==> config.mk <==
export PLATFORM = sky130hd
export DESIGN_NAME = rx_buf_malloc_arb
export DESIGN_NICKNAME = d
export VERILOG_FILES = /design/src/rtl/rx_buf_malloc_arb.sv
export SDC_FILE = /design/constraint.sdc
export NUM_CORES = 1
export LEC_CHECK = 0
export CAP_MARGIN = 5
export CORE_MARGIN = 3
export CORE_UTILIZATION = 33
export CTS_CLUSTER_DIAMETER = 150
export DETAILED_ROUTE_END_ITERATION = 8
export GPL_TIMING_DRIVEN = 0
export HOLD_SLACK_MARGIN = 0.1
export PLACE_DENSITY = 0.77
export SETUP_SLACK_MARGIN = 0.5
export SLEW_MARGIN = 20
export SYNTH_ARGS = -nofsm -noshare
export SYNTH_HDL_FRONTEND = slang
export SYNTH_SLANG_ARGS = --single-unit
==> constraint.sdc <==
create_clock -name clk -period 2.7 [get_ports clk]
set_input_delay 0.405 -clock clk [delete_from_list [all_inputs] [get_ports clk]]
set_output_delay 0.405 -clock clk [all_outputs]
set_load 0.005 [all_outputs]
==> src/rtl/rx_buf_malloc_arb.sv <==
// rtl/rx_buf_malloc_arb.sv - round-robin malloc request arbiter with in-order response routing
module rx_buf_malloc_arb #(
  parameter int NUM_REQ         = 4,
  parameter int ADDR_W          = 32,
  parameter int MAX_OUTSTANDING = 4
) (
  input  logic                               clk,
  input  logic                               rst,
  input  logic [NUM_REQ-1:0]                 pipe_malloc_req_val,
  output logic [NUM_REQ-1:0]                 pipe_malloc_req_rdy,
  output logic [NUM_REQ-1:0]                 pipe_malloc_resp_val,
  input  logic [NUM_REQ-1:0]                 pipe_malloc_resp_rdy,
  output logic [ADDR_W-1:0]                  pipe_malloc_resp_addr,
  output logic                               pipe_malloc_resp_ok,
  output logic                               arb_malloc_req_val,
  input  logic                               malloc_arb_req_rdy,
  input  logic                               malloc_arb_resp_val,
  output logic                               arb_malloc_resp_rdy,
  input  logic [ADDR_W-1:0]                  malloc_arb_resp_addr,
  input  logic                               malloc_arb_resp_ok,
  output logic [$clog2(MAX_OUTSTANDING):0]   arb_outstanding,
  output logic                               arb_err_orphan_resp
);

  localparam int ID_W  = $clog2(NUM_REQ);
  localparam int PTR_W = (MAX_OUTSTANDING > 1) ? $clog2(MAX_OUTSTANDING) : 1;
  localparam int CNT_W = $clog2(MAX_OUTSTANDING) + 1;

  logic              rst_q;
  logic              active;
  logic [ID_W-1:0]   rr_ptr;
  logic [ID_W-1:0]   winner;
  logic [ID_W-1:0]   scan_idx;
  logic              found;
  logic [ID_W-1:0]   tag_mem [MAX_OUTSTANDING];
  logic [PTR_W-1:0]  wr_ptr;
  logic [PTR_W-1:0]  rd_ptr;
  logic [CNT_W-1:0]  count;
  logic [ID_W-1:0]   head;
  logic              empty;
  logic              eligible;
  logic              push;
  logic              route;
  logic              pop;
  logic              orphan;

  // Handshakes stay masked during reset and for one cycle after it.
  assign active = ~rst & ~rst_q;

  always_comb begin
    winner   = rr_ptr;
    found    = 1'b0;
    scan_idx = '0;
    for (int i = 0; i < NUM_REQ; i++) begin
      scan_idx = ID_W'((int'(rr_ptr) + i) % NUM_REQ);
      if (!found && pipe_malloc_req_val[scan_idx]) begin
        winner = scan_idx;
        found  = 1'b1;
      end
    end
  end

  assign empty    = (count == '0);
  assign head     = tag_mem[rd_ptr];
  assign eligible = active & (|pipe_malloc_req_val) & (count < CNT_W'(MAX_OUTSTANDING));
  assign push     = eligible & malloc_arb_req_rdy;
  assign route    = active & ~empty;
  assign pop      = arb_malloc_resp_rdy & malloc_arb_resp_val;
  assign orphan   = active & empty & malloc_arb_resp_val;

  assign arb_malloc_req_val    = eligible;
  assign arb_malloc_resp_rdy   = route & pipe_malloc_resp_rdy[head];
  assign pipe_malloc_resp_addr = malloc_arb_resp_addr;
  assign pipe_malloc_resp_ok   = malloc_arb_resp_ok;
  assign arb_outstanding       = count;

  always_comb begin
    pipe_malloc_req_rdy  = '0;
    pipe_malloc_resp_val = '0;
    for (int i = 0; i < NUM_REQ; i++) begin
      pipe_malloc_req_rdy[i]  = push & (winner == ID_W'(i));
      pipe_malloc_resp_val[i] = route & malloc_arb_resp_val & (head == ID_W'(i));
    end
  end

  function automatic logic [PTR_W-1:0] ptr_inc(input logic [PTR_W-1:0] p);
    return (p == PTR_W'(MAX_OUTSTANDING - 1)) ? '0 : p + 1'b1;
  endfunction

  always_ff @(posedge clk) begin
    if (rst) begin
      rst_q               <= 1'b1;
      rr_ptr              <= '0;
      wr_ptr              <= '0;
      rd_ptr              <= '0;
      count               <= '0;
      arb_err_orphan_resp <= 1'b0;
    end else begin
      rst_q <= 1'b0;
      if (push) begin
        rr_ptr <= (winner == ID_W'(NUM_REQ - 1)) ? '0 : winner + 1'b1;
        wr_ptr <= ptr_inc(wr_ptr);
      end
      if (pop) rd_ptr <= ptr_inc(rd_ptr);
      case ({push, pop})
        2'b10:   count <= count + CNT_W'(1);
        2'b01:   count <= count - CNT_W'(1);
        default: count <= count;
      endcase
      if (orphan) arb_err_orphan_resp <= 1'b1;
    end
  end

  always_ff @(posedge clk) begin
    if (push) tag_mem[wr_ptr] <= winner;
  end

endmodule

== Yosys cells after proc, flatten, opt, wreduce, memory -nomap -nowiden ==
Memories as Yosys holds them, arrays and structs flattened. A register that Yosys moved wholly into a read port is not among the register bits.
Cells that the tools add are included.
Word-level totals
  output and inout port bits: 47
  bits in writable memories: 8
  register bits: 11
  memories kept: 1
Cells by class
  eq/ne operators: 10
  $lt $le $gt $ge: 6
  mux-type cells: 25
  add/subtract/negate cells: 8
  reductions and logical operators: 11
  bitwise operators: 21
Memories
  tag_mem: words 4, bits a word 2, read ports 1, clocked after Yosys merged registers in 1, write ports 1, RTL line 35  | logic [ID_W-1:0] tag_mem [MAX_OUTSTANDING];
Operators by type and width (count)
  AND 1 bit: 18
  two-way mux 2 bit: 8
  less-than comparator 2 x 3 -> 1 bit (second input constant): 5
  equality test 2 bit (second input constant): 7
  two-way mux 1 bit: 11
  binary-select mux 1 bit (select 2 bit): 5
  adder 2 x 1 -> 2 bit (second input constant): 4
  equality test 2 x 1 -> 1 bit (second input constant): 3
  one-hot mux 3 bit (2 select lines): 1
  adder 2 bit (second input constant): 2
  zero test 2 bit: 2
  OR reduction 4 bit: 1
  adder 3 x 1 -> 3 bit (second input constant): 1
  logical AND 1 bit: 3
  zero test 1 bit: 3
  zero test 3 bit: 1
  less-than comparator 3 bit (second input constant): 1
  inverter 1 bit: 3
  subtractor 3 x 1 -> 3 bit (second input constant): 1
  nonzero test 2 bit: 1

== Depth between registers and ports, before layout ==
Gate-level depths: netlist of run 1.
  depth in word-level cells: 14
  gate-level depth with buffers: 10

== Worst setup path before layout of run 1 ==
Ideal clock, no wire load.
  path type: reg-to-reg
  start point: register (tool-made name)
  end point: register count[2] (netlist: arb_outstanding[2])
  required time: 2629 ps
  slack: -117 ps
  arrival time: 2746 ps
  cell stages (with the launch flop): 11
  path through: dfxtp_1 mux4_2 or4_4 o22a_2 inv_1 ha_1 inv_1 fa_1 xor2_1 or3_1 a21oi_1
RTL lines
  to (signal assigned): RTL line 106  | 2'b10: count <= count + CNT_W'(1);
  to (signal assigned): RTL line 107  | 2'b01: count <= count - CNT_W'(1);
  to (signal assigned): RTL line 108  | default: count <= count;
  to (decl): RTL line 38  | logic [CNT_W-1:0] count;

==> flow_summary.json, run 1 <==
{
  "die_y_um": 71.6,
  "cts_max_level": 1,
  "setup_violations": 2,
  "outcome": "finished, violations left",
  "drc": 0,
  "use_met2": 0.281,
  "period_minus_slack_ns": 2.75,
  "yosysUniqueCellTypes": 33,
  "nets": 290,
  "io_buffers": 58,
  "synth_warnings": 0,
  "hold_viol_final": 0,
  "fin_total_pwr_uw": 784,
  "start_util": 0.348,
  "fin_hold_ws_ns": 0.380,
  "drt_iter0_drc": 25,
  "met3_usage": 0.0281,
  "grt_util_all_layers": 0.146,
  "clock-sinks": 21,
  "cts_buffers": 3,
  "layout_commonest_cell": "buf_4",
  "cp.required_ns": 2.90,
  "crit_fanout": 2,
  "cts_tree": "yes",
  "crit_arrival_ns": 2.95,
  "r2r_setup_slack_ns": -0.05,
  "r2r_start": "tag_mem[0][1]$_DFFE_PP_",
  "coreArea_um2": 4090,
  "grt_max_degree": 12,
  "busiest_layer": "met2",
  "synthesis.nets": 203,
  "num_antenna_cells": 0,
  "tns_ns": -0.0585,
  "grt_pass1_vias": 1298,
  "worst-slew-pin-transition_ns": 0.655,
  "grt_pass1_wl_mm": 5.87,
  "cp-endpoint": "arb_outstanding[2]$_SDFFE_PP0P_",
  "gp_congestion": 0.711,
  "synthCells": 147,
  "overflow": 0,
  "yosysTopAreaCell": "dfxtp_1",
  "cts_root_buf": "clkbuf_8",
  "post-place-ws_ns": -0.748,
  "rsz0062_at_grt": "true",
  "violations": "negative setup slack",
  "syn_area_um2": 1420,
  "maxSlewViolCount": 0,
  "slew_headroom": 0.560,
  "die_w_um": 71.6,
  "postSynthAreaPerCell_um2": 9.67,
  "ioPinCount": 92,
  "ff_latch_area_um2": 503,
  "clock.fmax_ghz": 0.364,
  "final_util": 0.604,
  "async_flop_share": 0,
  "p_per_area_nw_per_um2": 318,
  "ant_nets": 0,
  "nFillCells": 350,
  "start_kind": "register",
  "rr_worst_depth": 10,
  "worst_slack_ns": -0.0483,
  "synth_edf_count": 8,
  "num_vias": 1286,
  "hold_path.class": "input pin to register",
  "antenna_found_initial": 0,
  "wl_mm": 3.76,
  "p_leak_nw": 1.06,
  "crit_path_end_kind": "register",
  "dp_hpwl_mm": 2.53,
  "crit_type": "register to register",
  "core.rowCount": 23,
  "synth_area_leaders": "dfxtp_1, buf_4, edfxtp_1",
  "ys_ff_latch": 21,
  "path_clk_slew_ns": 0.07,
  "fin_crit_sh": 1.02,
  "grt_use_met1": 0.147,
  "fin_worst_skew_ns": 0.00446,
  "routedWlPerCell_um": 13.3,
  "vdd_drop_max_v": 0.000155,
  "multiInputGateArea_um2": 772,
  "dr.pass1.iters": 4,
  "drv_cap": 0,
  "clk_latency_ns": 0.26,
  "syn2layout_area_growth_pct": 73.7,
  "drive_above_1_share": 0.476,
  "dieArea_um2": 5130,
  "cts_buffer_depth": 2,
  "rr_endpoint": "arb_outstanding[2]$_SDFFE_PP0P_",
  "crit_start": "tag_mem[0][1]$_DFFE_PP_",
  "synthFlopType": "dfxtp_1",
  "netlist.area_leader.share": 0.183,
  "routed_via_density": 4.54,
  "layout_common_cells": "buf_4, clkdlybuf4s50_1, nor2_1",
  "synth_seq_area_share": 0.352
}
-- metal layers --
layer | vias to the layer above | part of all wire
met5 | - | 0
met4 | 0 | 0.026
met3 | 9 | 0.076
met2 | 62 | 0.56
met1 | 588 | 0.34
li1 | 627 | -
-- worst min-delay path by stage --
stage,slack (ns),from,cells after the start,endpoint
2_1_floorplan,0.43,rst,0,rst_q$_DFF_P_
3_3_place_gp,0.46,arb_err_orphan_resp$_SDFFE_PP0P_,2,arb_err_orphan_resp$_SDFFE_PP0P_
3_5_place_dp,0.47,arb_err_orphan_resp$_SDFFE_PP0P_,2,arb_err_orphan_resp$_SDFFE_PP0P_
4_1_cts,0.37,rst,1,rst_q$_DFF_P_
5_1_grt,0.40,rst,1,rst_q$_DFF_P_
6_report,0.38,rst,1,rst_q$_DFF_P_
-- metrics by stage --
stage | instance area, um2 | instances
floorplan | 1440 | 147
global placement | 2090 | 255
detailed placement | 2090 | 255
CTS | 2400 | 280
global route | 2470 | 283
finish | 2470 | 283
-- cell type report --
class / instances / share of cell area
multi-input combinational: 76 / 0.313
timing repair buffer: 82 / 0.305
clock buffer: 4 / 0.0182
buffer: 36 / 0.114
tap: 50 / 0.0253
inverter: 14 / 0.0213
sequential: 21 / 0.204
-- cells in the mapped netlist, types with 2 or more instances --
library cell / instances
nor2_1: 17
nor2b_1: 2
o22ai_1: 2
dfxtp_1: 13
mux2_4: 2
clkbuf_1: 3
mux2i_1: 5
inv_1: 14
and2_1: 8
edfxtp_1: 8
xor2_1: 2
buf_4: 33
nor3_1: 3
a21oi_1: 6
o21ai_0: 2
ha_1: 10
-- registers in the layout, indices dropped and copies added, names as in the netlist, named ones only --
signal and count:
tag_mem 8, arb_outstanding 3, rd_ptr 2, rr_ptr 2, wr_ptr 2, arb_err_orphan_resp 1
rst_q 1
-- power breakdown --
group / total (mW) / internal, mW / switching (mW)
Sequential: 0.344 / 0.338 / 0.00608
Combinational: 0.236 / 0.150 / 0.0854
Clock: 0.204 / 0.105 / 0.0989
Total: 0.784 / 0.594 / 0.190
-- critical path: stages, from the launching register on --
cell	delay, ns
edfxtp_1	0.37
mux4_2	0.48
or4_4	0.44
o22a_4	0.27
inv_2	0.06
ha_4	0.12
inv_2	0.04
fa_2	0.33
xor2_1	0.15
or3_1	0.31
a21oi_1	0.12
-- cell families after synthesis --
group,after synthesis,share of synthesized area
AO/OA/AOI/OAI,16,0.0731
XOR/XNOR,2,0.0123
adder cells (fa/ha/maj),11,0.102
buffers and inverters,50,0.219
flip-flops,21,0.352
multiplexers,10,0.0986
AND/OR/NAND/NOR,37,0.143
-- what timing repair did --
item / CTS / global route
endpoints found under the setup margin: 22 / 12
pin swaps: 12 / 7
gates resized for setup: 90 / 13
hold buffers: 0 / 0
cloned: 0 / 0
setup buffers: 21 / 3
Power figures use the tool's default switching activity.
==> inputs of run 2 (changes only) <==
--- a/config.mk
+++ b/config.mk
@@ -5,14 +5,13 @@
 export SDC_FILE = /design/constraint.sdc
 export NUM_CORES = 1
 export LEC_CHECK = 0
-export CAP_MARGIN = 5
 export CORE_MARGIN = 3
-export CORE_UTILIZATION = 33
-export CTS_CLUSTER_DIAMETER = 150
+export CORE_UTILIZATION = 39
+export CTS_CLUSTER_DIAMETER = 60
 export DETAILED_ROUTE_END_ITERATION = 8
 export GPL_TIMING_DRIVEN = 0
 export HOLD_SLACK_MARGIN = 0.1
-export PLACE_DENSITY = 0.77
+export PLACE_DENSITY = 0.86
 export SETUP_SLACK_MARGIN = 0.5
 export SLEW_MARGIN = 20
 export SYNTH_ARGS = -nofsm -noshare
==> constraint.sdc (replaced) <==
create_clock -name clk -period 3.2 [get_ports clk]
set_input_delay 0.48 -clock clk [delete_from_list [all_inputs] [get_ports clk]]
set_output_delay 0.48 -clock clk [all_outputs]
set_load 0.005 [all_outputs]
==> flow_summary.json, run 2 (synthesized netlist as in run 1, its figures left out) <==
{
  "dp_hpwl_mm": 2.44,
  "worst-slew-pin-transition_ns": 0.528,
  "hold_path.class": "input pin to register",
  "gp_congestion": 0.790,
  "cts_root_buf": "clkbuf_4",
  "hold_viol_final": 0,
  "grt_max_degree": 12,
  "p_per_area_nw_per_um2": 261,
  "clock.fmax_ghz": 0.354,
  "crit_path_end_kind": "register",
  "crit_type": "register to register",
  "drc": 0,
  "drv_cap": 0,
  "cp_top_family": "simple AND/OR/NAND/NOR gates",
  "dpl_cell_area_um2": 2070,
  "nets": 278,
  "wl_mm": 3.24,
  "design_area_um2": 2240,
  "regMostFlops": "tag_mem",
  "maxSlewViolCount": 0,
  "die_w_um": 66.4,
  "cp-endpoint": "arb_outstanding[2]$_SDFFE_PP0P_",
  "cts_max_level": 1,
  "die_y_um": 66.4,
  "io_buffers": 58,
  "tns_ns": 0,
  "dr.pass1.iters": 4,
  "cts_buffers": 3,
  "drt_iter0_drc": 20,
  "antenna_found_initial": 0,
  "crit_start": "tag_mem[3][1]$_DFFE_PP_",
  "worst-path-buf-inv": 2,
  "ioPinCount": 92,
  "cts_tree": "yes",
  "worst-path-stages": 10,
  "start_util": 0.416,
  "num_antenna_cells": 0,
  "overflow": 0,
  "outcome": "finished clean",
  "start_kind": "register",
  "grt_pass1_wl_mm": 4.53,
  "path_clk_slew_ns": 0.11,
  "routed_via_density": 4.60,
  "crit_fanout": 2,
  "swShare": 0.240,
  "period_minus_slack_ns": 2.82,
  "largest_reg_flops": 8,
  "r2r_start": "tag_mem[3][1]$_DFFE_PP_",
  "rr_worst_depth": 10,
  "crit_chain": "mux4_2 > or4_4 > o22a_4 > inv_2 > ha_4 > inv_2 > fa_2 > xor2_1 > or3_1 > a21oi_2",
  "clock-sinks": 21,
  "num_vias": 1229,
  "switching_power_uw": 140,
  "rsz0062_at_grt": "true",
  "layout_common_cells": "clkdlybuf4s50_1, buf_4, nor2_1",
  "rr_endpoint": "arb_outstanding[2]$_SDFFE_PP0P_",
  "hold_buffers": 0,
  "clk_latency_ns": 0.29,
  "p_leak_nw": 0.992,
  "clkPwrFrac": 0.213,
  "fin_crit_sh": 0.882,
  "nFillCells": 274,
  "cp_slowest_stage_delay_ns": 0.49,
  "drive_above_1_share": 0.344,
  "fin_worst_skew_ns": 0.000797,
  "routedWlPerCell_um": 12.1,
  "crit_top_cell": "inv_2",
  "pwr-share-seq": 0.496,
  "dieArea_um2": 4400,
  "crit_arrival_ns": 3.06,
  "ant_nets": 0,
  "syn2layout_area_growth_pct": 57.4,
  "p_comb_frac": 0.291,
  "grt_pass1_vias": 1046,
  "slowest_stage": "mux4_2",
  "coreArea_um2": 3420,
  "r2r_setup_slack_ns": 0.38,
  "cp.required_ns": 3.43,
  "p_int_uw": 444,
  "cts_buffer_depth": 2,
  "core.rowCount": 21,
  "setup_violations": 0,
  "grt_util_all_layers": 0.133,
  "slew_headroom": 0.645,
  "vdd_drop_max_v": 0.000192,
  "layout_commonest_cell": "clkdlybuf4s50_1"
}
==> run 2: changes by cell type in the layout (fill, tap and decap cells not counted), moves of 4 or more <==
cell             before  now
buf_4                50   46
buf_2                 8    2
nor2_1               13   17
clkbuf_8              4    0
nor2_2                4    0
clkdlybuf4s50_1      44   48
buf_6                 9    1
==> run 2: worst min path at each step <==
stage | to | startpoint | cells after the start
2_1_floorplan | arb_err_orphan_resp$_SDFFE_PP0P_ | arb_err_orphan_resp$_SDFFE_PP0P_ | 2
3_3_place_gp | arb_err_orphan_resp$_SDFFE_PP0P_ | arb_err_orphan_resp$_SDFFE_PP0P_ | 2
3_5_place_dp | arb_err_orphan_resp$_SDFFE_PP0P_ | arb_err_orphan_resp$_SDFFE_PP0P_ | 2
4_1_cts | rst_q$_DFF_P_ | rst | 1
5_1_grt | rst_q$_DFF_P_ | rst | 1
6_report | rst_q$_DFF_P_ | rst | 1
==> run 2: through the flow <==
step | cells | total power [mW] | setup WS [ns] | util | hold WS (ns)
finish | 267 | 0.584 | 0.377 | 0.655 | 0.452
global route | 267 | 0.614 | 0.279 | 0.655 | 0.446
CTS | 265 | 0.581 | 0.353 | 0.646 | 0.447
detailed placement | 251 | 0.450 | -0.351 | 0.607 | 0.482
global placement | 251 | 0.446 | -0.279 | 0.607 | 0.453
floorplan | 147 | 0.372 | 0.416 | - | 0.461
==> run 2: worst register-to-register path: stages (launching register included) <==
cell and delay (ns):
edfxtp_1 0.38, mux4_2 0.49, or4_4 0.44, o22a_4 0.27, inv_2 0.07, ha_4 0.13, inv_2 0.03, fa_2 0.32
xor2_1 0.15, or3_1 0.35, a21oi_2 0.14
==> run 2: timing repair <==
item | in CTS | in global routing
gates resized for setup | 23 | 24
setup endpoints to repair | 11 | 8
buffers inserted | 10 | 2
pin swaps | 4 | 3
==> run 2: power by group through the flow <==
stage	clock network (mW)	registers [mW]	logic, mW
final	0.124	0.290	0.170
after floorplan	0	0.295	0.0768
after CTS	0.124	0.290	0.167
after global routing	0.137	0.291	0.186
after global placement	0	0.295	0.151
after detailed placement	0	0.296	0.154
==> run 2: layer usage <==
metal,GRT usage,vias to the layer above,part of all wire
li1,-,602,-
met2,0.244,56,0.53
met4,0.0711,0,0.020
met5,0,-,0
met1,0.142,563,0.38
met3,0.0221,8,0.071
==> run 2: final cells by class <==
type / instances / area [um2] / share of cell area
clock buffer: 4 / 26.3 / 0.0117
timing repair buffer: 70 / 652 / 0.291
sequential: 21 / 502 / 0.224
inverter: 14 / 52.6 / 0.0235
buffer: 36 / 270 / 0.121
multi-input combinational: 76 / 677 / 0.303
tap: 46 / 57.6 / 0.0257
